`src/rtl/seq_pkg.sv`:
```
// rtl/seq_pkg.sv - shared state encoding and default pattern for pattern generator and detectors
package seq_pkg;

    typedef enum logic [2:0] {
        S_IDLE  = 3'd0,
        S_SHIFT = 3'd1,
        S_GAP   = 3'd2,
        S_DONE  = 3'd3
    } seq_state_e;

    localparam logic [3:0] DEFAULT_PAT = 4'b1010;

endpackage

```
`src/rtl/seq_piso.sv`:
```
// rtl/seq_piso.sv - parallel-in serial-out shifter, MSB presented first
module seq_piso #(
    parameter int PAT_W = 4
) (
    input  logic             clk,
    input  logic             rst,
    input  logic             load,
    input  logic             shift,
    input  logic [PAT_W-1:0] din,
    output logic             msb
);

    logic [PAT_W-1:0] sh_q;

    always_ff @(posedge clk or posedge rst) begin
        if (rst) begin
            sh_q <= '0;
        end else if (load) begin
            sh_q <= din;
        end else if (shift) begin
            sh_q <= {sh_q[PAT_W-2:0], 1'b0};
        end
    end

    assign msb = sh_q[PAT_W-1];

endmodule

```
`src/rtl/seq_pattern_gen.sv`:
```
// rtl/seq_pattern_gen.sv - serial pattern transmitter, (repeat_cnt+1) MSB-first copies per start
// Optional SEQ_GEN_GAP_EN inserts a one-cycle idle bit between repetitions.
module seq_pattern_gen
    import seq_pkg::*;
#(
    parameter int PAT_W = 4,
    parameter int CNT_W = 8
) (
    input  logic             clk,
    input  logic             rst,
    input  logic             start,
    input  logic [PAT_W-1:0] pattern,
    input  logic [CNT_W-1:0] repeat_cnt,
    output logic             out,
    output logic             out_valid,
    output logic             busy,
    output logic             done
);

    localparam int               IDX_W    = $clog2(PAT_W);
    localparam logic [IDX_W-1:0] IDX_LAST = IDX_W'(PAT_W - 1);

    seq_state_e       state_q;
    logic [IDX_W-1:0] idx_q;
    logic [CNT_W-1:0] rep_q;
    logic [PAT_W-1:0] pat_q;
    logic             valid_q;
    logic             busy_q;
    logic             done_q;

    logic             accept;
    logic             reload;
    logic             msb;
    logic [PAT_W-1:0] din;

    // The shifter reloads on the same edge that ends a repetition, so the next copy has no bubble.
    assign accept = (state_q == S_IDLE) && start;
    assign reload = (state_q == S_SHIFT) && (idx_q == '0) && (rep_q != '0);
    assign din    = accept ? pattern : pat_q;

    seq_piso #(.PAT_W(PAT_W)) u_piso (
        .clk   (clk),
        .rst   (rst),
        .load  (accept || reload),
        .shift ((state_q == S_SHIFT) && !reload),
        .din   (din),
        .msb   (msb)
    );

    always_ff @(posedge clk or posedge rst) begin
        if (rst) begin
            state_q <= S_IDLE;
            idx_q   <= '0;
            rep_q   <= '0;
            pat_q   <= '0;
            valid_q <= 1'b0;
            busy_q  <= 1'b0;
            done_q  <= 1'b0;
        end else begin
            case (state_q)
                S_IDLE: begin
                    if (start) begin
                        pat_q   <= pattern;
                        idx_q   <= IDX_LAST;
                        rep_q   <= repeat_cnt;
                        state_q <= S_SHIFT;
                        valid_q <= 1'b1;
                        busy_q  <= 1'b1;
                    end
                end
                S_SHIFT: begin
                    if (idx_q == '0) begin
                        if (rep_q == '0) begin
                            state_q <= S_DONE;
                            valid_q <= 1'b0;
                            done_q  <= 1'b1;
                        end else begin
                            rep_q <= rep_q - 1'b1;
                            idx_q <= IDX_LAST;
`ifdef SEQ_GEN_GAP_EN
                            state_q <= S_GAP;
                            valid_q <= 1'b0;
`endif
                        end
                    end else begin
                        idx_q <= idx_q - 1'b1;
                    end
                end
                S_GAP: begin
                    state_q <= S_SHIFT;
                    valid_q <= 1'b1;
                end
                S_DONE: begin
                    state_q <= S_IDLE;
                    done_q  <= 1'b0;
                    busy_q  <= 1'b0;
                end
                default: begin
                    state_q <= S_IDLE;
                    valid_q <= 1'b0;
                    busy_q  <= 1'b0;
                    done_q  <= 1'b0;
                end
            endcase
        end
    end

    assign out       = msb & valid_q;
    assign out_valid = valid_q;
    assign busy      = busy_q;
    assign done      = done_q;

endmodule
```
`config.mk`:
```
export PLATFORM = sky130hd
export DESIGN_NAME = seq_pattern_gen
export DESIGN_NICKNAME = d
export VERILOG_FILES = /design/src/rtl/seq_pkg.sv /design/src/rtl/seq_piso.sv /design/src/rtl/seq_pattern_gen.sv
export SDC_FILE = /design/constraint.sdc
export NUM_CORES = 1
export LEC_CHECK = 0
export ABC_AREA = 1
export BUFFER_PORTS_ARGS = -buffer_cell sky130_fd_sc_hd__clkbuf_2
export CAP_MARGIN = 40
export CORE_UTILIZATION = 50
export CTS_CLUSTER_SIZE = 10
export DETAILED_ROUTE_END_ITERATION = 7
export PLACE_DENSITY = 0.71
export SLEW_MARGIN = 10
export SYNTH_ARGS = -nofsm -noshare
export SYNTH_HDL_FRONTEND = slang
export SYNTH_SLANG_ARGS = --single-unit
```
`constraint.sdc`:
```
create_clock -name clk -period 5.15 [get_ports clk]
set_clock_uncertainty 0.1 [all_clocks]
set_input_delay 0.515 -clock clk [delete_from_list [all_inputs] [get_ports clk]]
set_output_delay 0.515 -clock clk [all_outputs]
set_load 0.01 [all_outputs]
```
== Word level (Yosys, flattened, before mapping) ==
Cells that the tools add are included.
W data, S select, Z words.

* Add/sub/neg operators: 2
* Eq/ne operators: 8
* Muxes and demuxes: 23
* Bitwise operators: 4
* Reductions and logical operators: 21

{| class="wikitable"
|+ Operator list
! operator !! number
|-
| $mux W8 || 3
|-
| $pmux W8 S2 || 1
|-
| $mux W4 || 3
|-
| $mux W3 || 3
|-
| $pmux W3 S3 || 1
|-
| $reduce_and A3 Y1 || 3
|-
| $logic_not A8 Y1 || 1
|-
| $reduce_and A4 Y1 || 2
|-
| $reduce_bool A8 Y1 || 1
|-
| $sub A8 B1 Y8 const B || 1
|-
| $eq A3 B2 Y1 const B || 2
|-
| $mux W2 || 3
|-
| $mux W1 || 5
|-
| $logic_and A1 B1 Y1 || 4
|-
| $ne A2 B1 Y1 const B || 2
|-
| $ne A2 B2 Y1 const B || 2
|-
| $pmux W1 S2 || 2
|-
| $pmux W1 S4 || 1
|-
| $pmux W2 S2 || 1
|-
| $reduce_and A2 Y1 || 2
|-
| $reduce_bool A2 Y1 || 2
|-
| $reduce_or A2 Y1 || 2
|-
| $eq A3 B1 Y1 const B || 1
|-
| $logic_not A3 Y1 || 1
|-
| 7 further kinds || 9
|}

* Register bits after elaboration: 24
* Input bits: 15

== Depth between registers and ports, before layout ==
Gate-level depths: netlist of run 1.

* Word-level depth: 7
* Gate-level depth with buffers: 9
* Gate-level depth less buffers: 9

== By module ==
Synthesis of run 1 repeated with hierarchy kept, for this count alone.

* Cells, all modules: 193
* Area, all modules: 1392.6 um^2

{| class="wikitable"
|+ By module, submodules not included
! module !! instances !! cells an instance !! area an instance (um^2) !! sequential area each (um^2)
|-
| seq_pattern_gen || 1 || 171 || 1214.9 || 475.5
|-
| seq_piso || 1 || 22 || 177.7 || 100.1
|}

== Least setup slack after synthesis of run 1 ==
OpenSTA, ideal clock, no wires.

* Path type: reg-to-reg
* From: register state_q[0]
* To: register u_piso.sh_q[1]
* Library setup time: 0.117 ns
* Arrival: 1.474 ns
* Data required time: 4.933 ns
* Setup slack: 3.459 ns
* Cell stages (with the launch flop): 10
* Cell sequence: dfrtp_1 inv_1 ha_1 nand2_1 inv_1 or2_2 o21ai_0 nand2_1 nand3_1 nand2_1

* Word-level cells in the longest chain between the ends: 6
* Elaborated cells on any way between the ends: 11
* Classes of those cells: eq/ne: 1; mux: 2; reduce/logical: 8

{| class="wikitable"
|+ Ends and longest elaborated chain
! what !! line !! source
|-
| from (decl) || seq_pattern_gen.sv:23 || <nowiki>seq_state_e state_q;</nowiki>
|-
| from (signal assigned) || seq_pattern_gen.sv:52 || <nowiki>state_q <= S_IDLE;</nowiki>
|-
| from (signal assigned) || seq_pattern_gen.sv:66 || <nowiki>state_q <= S_SHIFT;</nowiki>
|-
| from (signal assigned) || seq_pattern_gen.sv:74 || <nowiki>state_q <= S_DONE;</nowiki>
|-
| $eq A3 B1 Y1 || seq_pattern_gen.sv:38, seq_pattern_gen.sv:45 ||
|-
| $logic_and A1 B1 Y1 (2 in a row) || seq_pattern_gen.sv:38 || <nowiki>assign reload = (state_q == S_SHIFT) && (idx_q == '0) && (rep_q != '0);</nowiki>
|-
| $logic_not A1 Y1 || seq_pattern_gen.sv:45 || <nowiki>.shift ((state_q == S_SHIFT) && !reload),</nowiki>
|-
| $logic_and A1 B1 Y1 || seq_pattern_gen.sv:45 ||
|-
| $reduce_bool A2 Y1 (no line) || -- ||
|-
| to (signal assigned) || seq_piso.sv:19 || <nowiki>sh_q <= din;</nowiki>
|-
| to (signal assigned) || seq_piso.sv:21 || <nowiki>sh_q <= {sh_q[PAT_W-2:0], 1'b0};</nowiki>
|-
| to (decl) || seq_piso.sv:13 || <nowiki>logic [PAT_W-1:0] sh_q;</nowiki>
|}

Several ways; a longest one is shown, not always the timed one.
A chain may end at the register's enable or synchronous reset.

== Worst setup path after layout of run 1 ==
* From: register state_q[1]
* To: register rep_q[1]

* Word-level cells in the longest chain between the ends: 3
* Elaborated cells on any way between the ends: 8
* Classes of those cells: eq/ne: 4; mux: 1; reduce/logical: 3

{| class="wikitable"
|+ Ends and longest elaborated chain
! what !! line !! source
|-
| $eq A3 B1 Y1 / $logic_not A3 Y1 (equally long branches) || seq_pattern_gen.sv:60 || <nowiki>case (state_q)</nowiki>
|-
| $ne A2 B2 Y1 (no line), or another cell as far along || -- ||
|-
| $reduce_and A4 Y1 (no line) || -- ||
|-
| to (signal assigned) || seq_pattern_gen.sv:65 || <nowiki>rep_q <= repeat_cnt;</nowiki>
|-
| to (signal assigned) || seq_pattern_gen.sv:78 || <nowiki>rep_q <= rep_q - 1'b1;</nowiki>
|-
| to (decl) || seq_pattern_gen.sv:25 || <nowiki>logic [CNT_W-1:0] rep_q;</nowiki>
|}

Several ways; a longest one is shown, not always the timed one.

==> results of run 1 <==
-- state kept, by name (all words and copies together) (netlist names) --
register and count:
state_q 2, u_piso.sh_q 4, rep_q 8, done 1
pat_q 4, out_valid 1, idx_q 2, busy 1
-- worst max-delay path, stage by stage (launching register included) --
cell and delay [ns]:
dfrtp_1 0.45, inv_1 0.10, ha_1 0.50, inv_2 0.23, or2_4 0.31, nand2_2 0.09
inv_2 0.06, nand2_4 0.11, nand2_1 0.06, o21ai_0 0.07
-- cells in the final DEF (no fill, tap or decap), drive strengths merged --
| master | instances |
|---|---|
| or2 | 5 |
| nand2 | 71 |
| inv | 27 |
| a21oi | 3 |
| xor2 | 1 |
| clkbuf | 22 |
| ha | 7 |
| nor2 | 10 |
| nand3b | 1 |
| nand4 | 1 |
| nand3 | 19 |
| o21ai | 17 |
| mux2i | 1 |
| dfrtp | 23 |
| buf | 1 |
-- logic make-up after synthesis --
family	share of synthesized area
AO/OA/AOI/OAI	0.0862
XOR/XNOR	0.00635
adder cells (fa/ha/maj)	0.0635
buffers and inverters	0.0790
flip-flops	0.417
multiplexers	0.00726
AND/OR/NAND/NOR	0.340
-- where the power goes --
part           internal, mW  switching (mW)
Clock                0.0302          0.0561
Sequential            0.271          0.0649
Combinational         0.213           0.374
Total                 0.514           0.495
-- final cells by class --
type / instances / area [sq um]
fill: 244 / 1000
multi-input combinational: 136 / 694
sequential: 23 / 576
timing repair buffer: 19 / 105
inverter: 27 / 101
tap: 30 / 37.5
clock buffer: 4 / 26.3
-- metrics by stage --
stage	utilization	area, sq um	std cells
2_1_floorplan	-	1380	188
3_3_place_gp	0.589	1500	234
3_5_place_dp	0.595	1510	235
4_1_cts	0.605	1540	239
5_1_grt	0.605	1540	239
6_report	0.605	1540	239
-- metal layers --
metal	vias to the layer above	global-route usage	share of wire
li1	629	-	-
met1	529	0.241	0.47
met2	20	0.331	0.50
met3	4	0.0278	0.025
met4	0	0.0556	0.010
met5	-	0	0
-- path summary, 6_finish.rpt --
path / startpoint / endpoint
max: state_q[1]$_DFFE_PP0P_ / rep_q[1]$_DFFE_PP0P_
min: rst / rep_q[2]$_DFFE_PP0P_
max reg2reg: state_q[1]$_DFFE_PP0P_ / rep_q[1]$_DFFE_PP0P_
min reg2reg: rep_q[7]$_DFFE_PP0P_ / rep_q[7]$_DFFE_PP0P_
max in group asynchronous: rst / busy$_DFFE_PP0P_
min in group clk: pattern[0] / pat_q[0]$_DFFE_PP0N_
==> results.json, run 1 <==
{
  "clkTransAtPathRegs_ns": 0.13,
  "fp-row-count": 18,
  "die_w_um": 54.5,
  "antenna_found_initial": 0,
  "tns_ns": 0,
  "die-area_sq_mm": 0.00297,
  "required_ns": 5.29,
  "worstRegToRegCells": 9,
  "postCtsSetupBuffers": 0,
  "track_usage": 0.190,
  "worstSetupPathType": "reg -> reg",
  "power_leakage_nw": 0.879,
  "yosysUniqueCellTypes": 23,
  "grt_pass1_vias": 1014,
  "cts-htree-levels": 1,
  "cts_root_buf": "clkbuf_4",
  "rsz0062_at_grt": "false",
  "maxSlewHeadroom": 0.637,
  "cts_buffer_depth": 2,
  "antenna_cells": 0,
  "synthTopCellsByCount": "67 x nand2_1, 25 x inv_1, 23 x dfrtp_1",
  "routed_wl_um": 2570,
  "avgSynthCellArea_sq_um": 7.33,
  "period_share": 0.417,
  "synth_top_area_cell": "dfrtp_1",
  "period_needed_ns": 2.15,
  "cts_sinks": 23,
  "grt_pass1_wl_um": 4130,
  "synthTopCellsByArea": "dfrtp_1 42%, nand2_1 18%, nand3_1 6.9%",
  "ios": 19,
  "max-cap-violations": 0,
  "setup_ws_ns": 3.00,
  "place.gp.congestion": 0.870,
  "area_growth_syn_to_layout_pct": 11.7,
  "hold_viol": 0,
  "io_buffers": 18,
  "yosysMostFrequentCell": "nand2_1",
  "syn_area_sq_mm": 0.00138,
  "grt_max_degree": 15,
  "pre_cts_slack_ns": 3.01,
  "drtIter0Drc": 22,
  "p_per_area_mw_per_mm2": 655,
  "final_nets": 232,
  "hp-class": "in -> async",
  "status": "finished, final reports clean",
  "slew_viol_final": 0,
  "drive_gt1_frac": 0.177,
  "synthFlopType": "dfrtp_1",
  "r2r_setup_slack_ns": 3.00,
  "drt-pass1-iter-count": 4,
  "p_total_mw": 1.01,
  "crit_fanout": 14,
  "tightestPinTransition_ns": 0.544,
  "dieHeight_um": 54.5,
  "cp-start-kind": "flop",
  "antenna_left": 0,
  "synth_edf_count": 0,
  "dp_hpwl_um": 1970,
  "cp-end-kind": "flop",
  "seq_area_frac_synth": 0.417,
  "cts_hold_buf": 0,
  "coreArea_sq_mm": 0.00254,
  "cts.repair.resized": 0,
  "max_freq_mhz": 466,
  "netlist.area_leader.share": 0.417,
  "drc": 0,
  "ys_seq_elements": 23,
  "overflow": 0,
  "holdWs_ns": 0.0504,
  "synth_fp_nets": 210,
  "yosys_warnings": 0,
  "insertion_delay_ns": 0.31,
  "max-vdd-ir-drop_mv": 0.370,
  "vias": 1182,
  "synthCells": 188,
  "vias_per_cell": 4.95,
  "cp_data_arrival_time_ns": 2.29,
  "tritoncts": "built",
  "setup_viol": 0,
  "numCtsBuffers": 3,
  "synthArstFlopShare": 1.00,
  "initial_core_util": 0.542,
  "avgRoutedWirePerCell_um": 10.8
}
No activity file was read; power rests on OpenSTA's default activity.
==> run 2: changes to the inputs <==
==> constraint.sdc (replaced) <==
create_clock -name clk -period 2.2 [get_ports clk]
set_clock_uncertainty 0.1 [all_clocks]
set_input_delay 0.22 -clock clk [delete_from_list [all_inputs] [get_ports clk]]
set_output_delay 0.22 -clock clk [all_outputs]
set_load 0.01 [all_outputs]
==> run 2 against run 1 <==
Compared with the run above: final cell count increased by 0.84%; via count increased by 0.68%; sequential cell count unchanged; worst hold slack got worse by 0.013 ns; sequential share of layout area decreased by 0.27 points; largest cell class unchanged; highest routed layer unchanged.
==> results.json, run 2 (synthesis gave the netlist of run 1 again) <==
{
  "status": "finished, final reports clean",
  "period_share": 0.879,
  "grt_pass1_vias": 1076,
  "fillCellCount": 241,
  "setup_ws_ns": 0.267,
  "dp_cells": 236,
  "coreArea_sq_mm": 0.00254,
  "max-cap-violations": 0,
  "hold_viol": 0,
  "cts_buffer_depth": 2,
  "final_nets": 234,
  "worstSetupPathType": "reg -> reg",
  "cp_data_arrival_time_ns": 2.07,
  "final_cell_area_sq_mm": 0.00155,
  "cts-htree-levels": 1,
  "reg2reg_from": "state_q[1]$_DFFE_PP0P_",
  "vias_per_cell": 4.94,
  "slew_viol_final": 0,
  "cp-start-kind": "flop",
  "power_leakage_nw": 0.889,
  "clkTransAtPathRegs_ns": 0.15,
  "r2r_setup_slack_ns": 0.27,
  "cp-end-kind": "flop",
  "grt_max_degree": 24,
  "rsz0062_at_grt": "false",
  "die-area_sq_mm": 0.00297,
  "layout_commonest_cell": "nand2_1",
  "die_w_um": 54.5,
  "overflow": 0,
  "placed_cell_area_sq_mm": 0.00151,
  "final_util": 0.610,
  "drc": 0,
  "maxSlewHeadroom": 0.781,
  "grt_pass1_wl_um": 4340,
  "antenna_cells": 0,
  "hold_depth": 3,
  "crit_fanout": 9,
  "hp-class": "in -> reg",
  "max_freq_mhz": 517,
  "antenna_found_initial": 0,
  "io_buffers": 18,
  "fp-row-count": 18,
  "track_usage": 0.206,
  "tightestPinTransition_ns": 0.328,
  "drt-pass1-iter-count": 4,
  "setup_viol": 0,
  "pre_cts_slack_ns": 0.298,
  "cts_root_buf": "clkbuf_4",
  "cts_sinks": 23,
  "numCtsBuffers": 3,
  "avgRoutedWirePerCell_um": 11.2,
  "routed_wl_um": 2710,
  "layout_common_cells": "67 x nand2_1, 25 x inv_1, 23 x dfrtp_1, 19 x nand3_1, 18 x clkbuf_2",
  "tritoncts": "built",
  "tns_ns": 0,
  "period_needed_ns": 1.93,
  "drive_gt1_frac": 0.185,
  "whs_endpoint": "pat_q[0]$_DFFE_PP0N_",
  "required_ns": 2.34,
  "worst_hold_startpoint": "pattern[0]",
  "top_register": "rep_q",
  "vias": 1190,
  "final_cell_count_no_fill": 241,
  "initial_core_util": 0.542,
  "top_regs": "rep_q x8, pat_q x4, u_piso.sh_q x4",
  "max-vdd-ir-drop_mv": 0.876,
  "antenna_left": 0,
  "r2r-end": "u_piso.sh_q[3]$_DFFE_PP0P_",
  "largest_reg_flops": 8,
  "seq_area_sq_um": 576,
  "dp_hpwl_um": 2050,
  "insertion_delay_ns": 0.33,
  "drtIter0Drc": 28,
  "ios": 19,
  "p_per_area_mw_per_mm2": 1550,
  "multi_input_area_sq_um": 694,
  "postCtsSetupBuffers": 0,
  "worstRegToRegCells": 9,
  "dieHeight_um": 54.5,
  "area_growth_syn_to_layout_pct": 12.5,
  "place.gp.congestion": 0.829
}
==> run 2: worst max-delay path by stage <==
| stage | from | end | slack, ns | cells after the start |
|---|---|---|---|---|
| 6_report | state_q[1]$_DFFE_PP0P_ | u_piso.sh_q[3]$_DFFE_PP0P_ | 0.27 | 9 |
| 5_1_grt | state_q[1]$_DFFE_PP0P_ | u_piso.sh_q[2]$_DFFE_PP0P_ | 0.14 | 9 |
| 4_1_cts | state_q[1]$_DFFE_PP0P_ | u_piso.sh_q[3]$_DFFE_PP0P_ | 0.28 | 9 |
| 3_5_place_dp | state_q[1]$_DFFE_PP0P_ | u_piso.sh_q[3]$_DFFE_PP0P_ | 0.30 | 9 |
| 3_3_place_gp | state_q[0]$_DFFE_PP0P_ | u_piso.sh_q[2]$_DFFE_PP0P_ | 0.43 | 9 |
| 2_1_floorplan | state_q[0]$_DFFE_PP0P_ | u_piso.sh_q[1]$_DFFE_PP0P_ | 0.51 | 9 |
==> run 2: metrics by stage <==
step | power [mW] | hold slack (ns)
after floorplan | 1.88 | 0.122
after CTS | 2.42 | 0.0251
after global placement | 2.15 | 0.153
after detailed placement | 2.20 | 0.158
after global routing | 2.67 | 0.0400
final | 2.40 | 0.0372
==> run 2: critical path, stage by stage, from the launching register on <==
cell and delay [ns]:
dfrtp_1 0.46, inv_1 0.09, ha_1 0.24, nand2_1 0.22, inv_1 0.13, or2_2 0.29
o21ai_0 0.12, nand2_1 0.08, nand3_1 0.08, nand2_1 0.05
==> run 2: layout make-up <==
type,instances,share of cell area
multi-input cells,136,0.448
clock buffers,3,0.0145
inverters,27,0.0653
well taps,30,0.0242
repair buffers,21,0.0742
clock inverters,1,0.00323
flip-flops and latches,23,0.371
==> run 2: repair_timing <==
action	4_1_cts	5_1_grt
endpoints found under the hold margin	23	0
hold buffers	1	0
resized for setup	0	0
==> run 2: where the power goes <==
group | switching [mW] | leakage (nW) | total, mW | internal [mW]
clock | 0.142 | 0.0177 | 0.210 | 0.0682
sequential | 0.143 | 0.281 | 0.778 | 0.635
combinational | 0.904 | 0.590 | 1.42 | 0.511
total | 1.19 | 0.889 | 2.40 | 1.21
==> run 2: per-layer routing <==
metal	track usage	share of wire	wire, um
met1	0.238	0.47	1260
met5	0	0	0
met3	0.0333	0.020	54
met4	0.0726	0.012	32
met2	0.378	0.50	1360
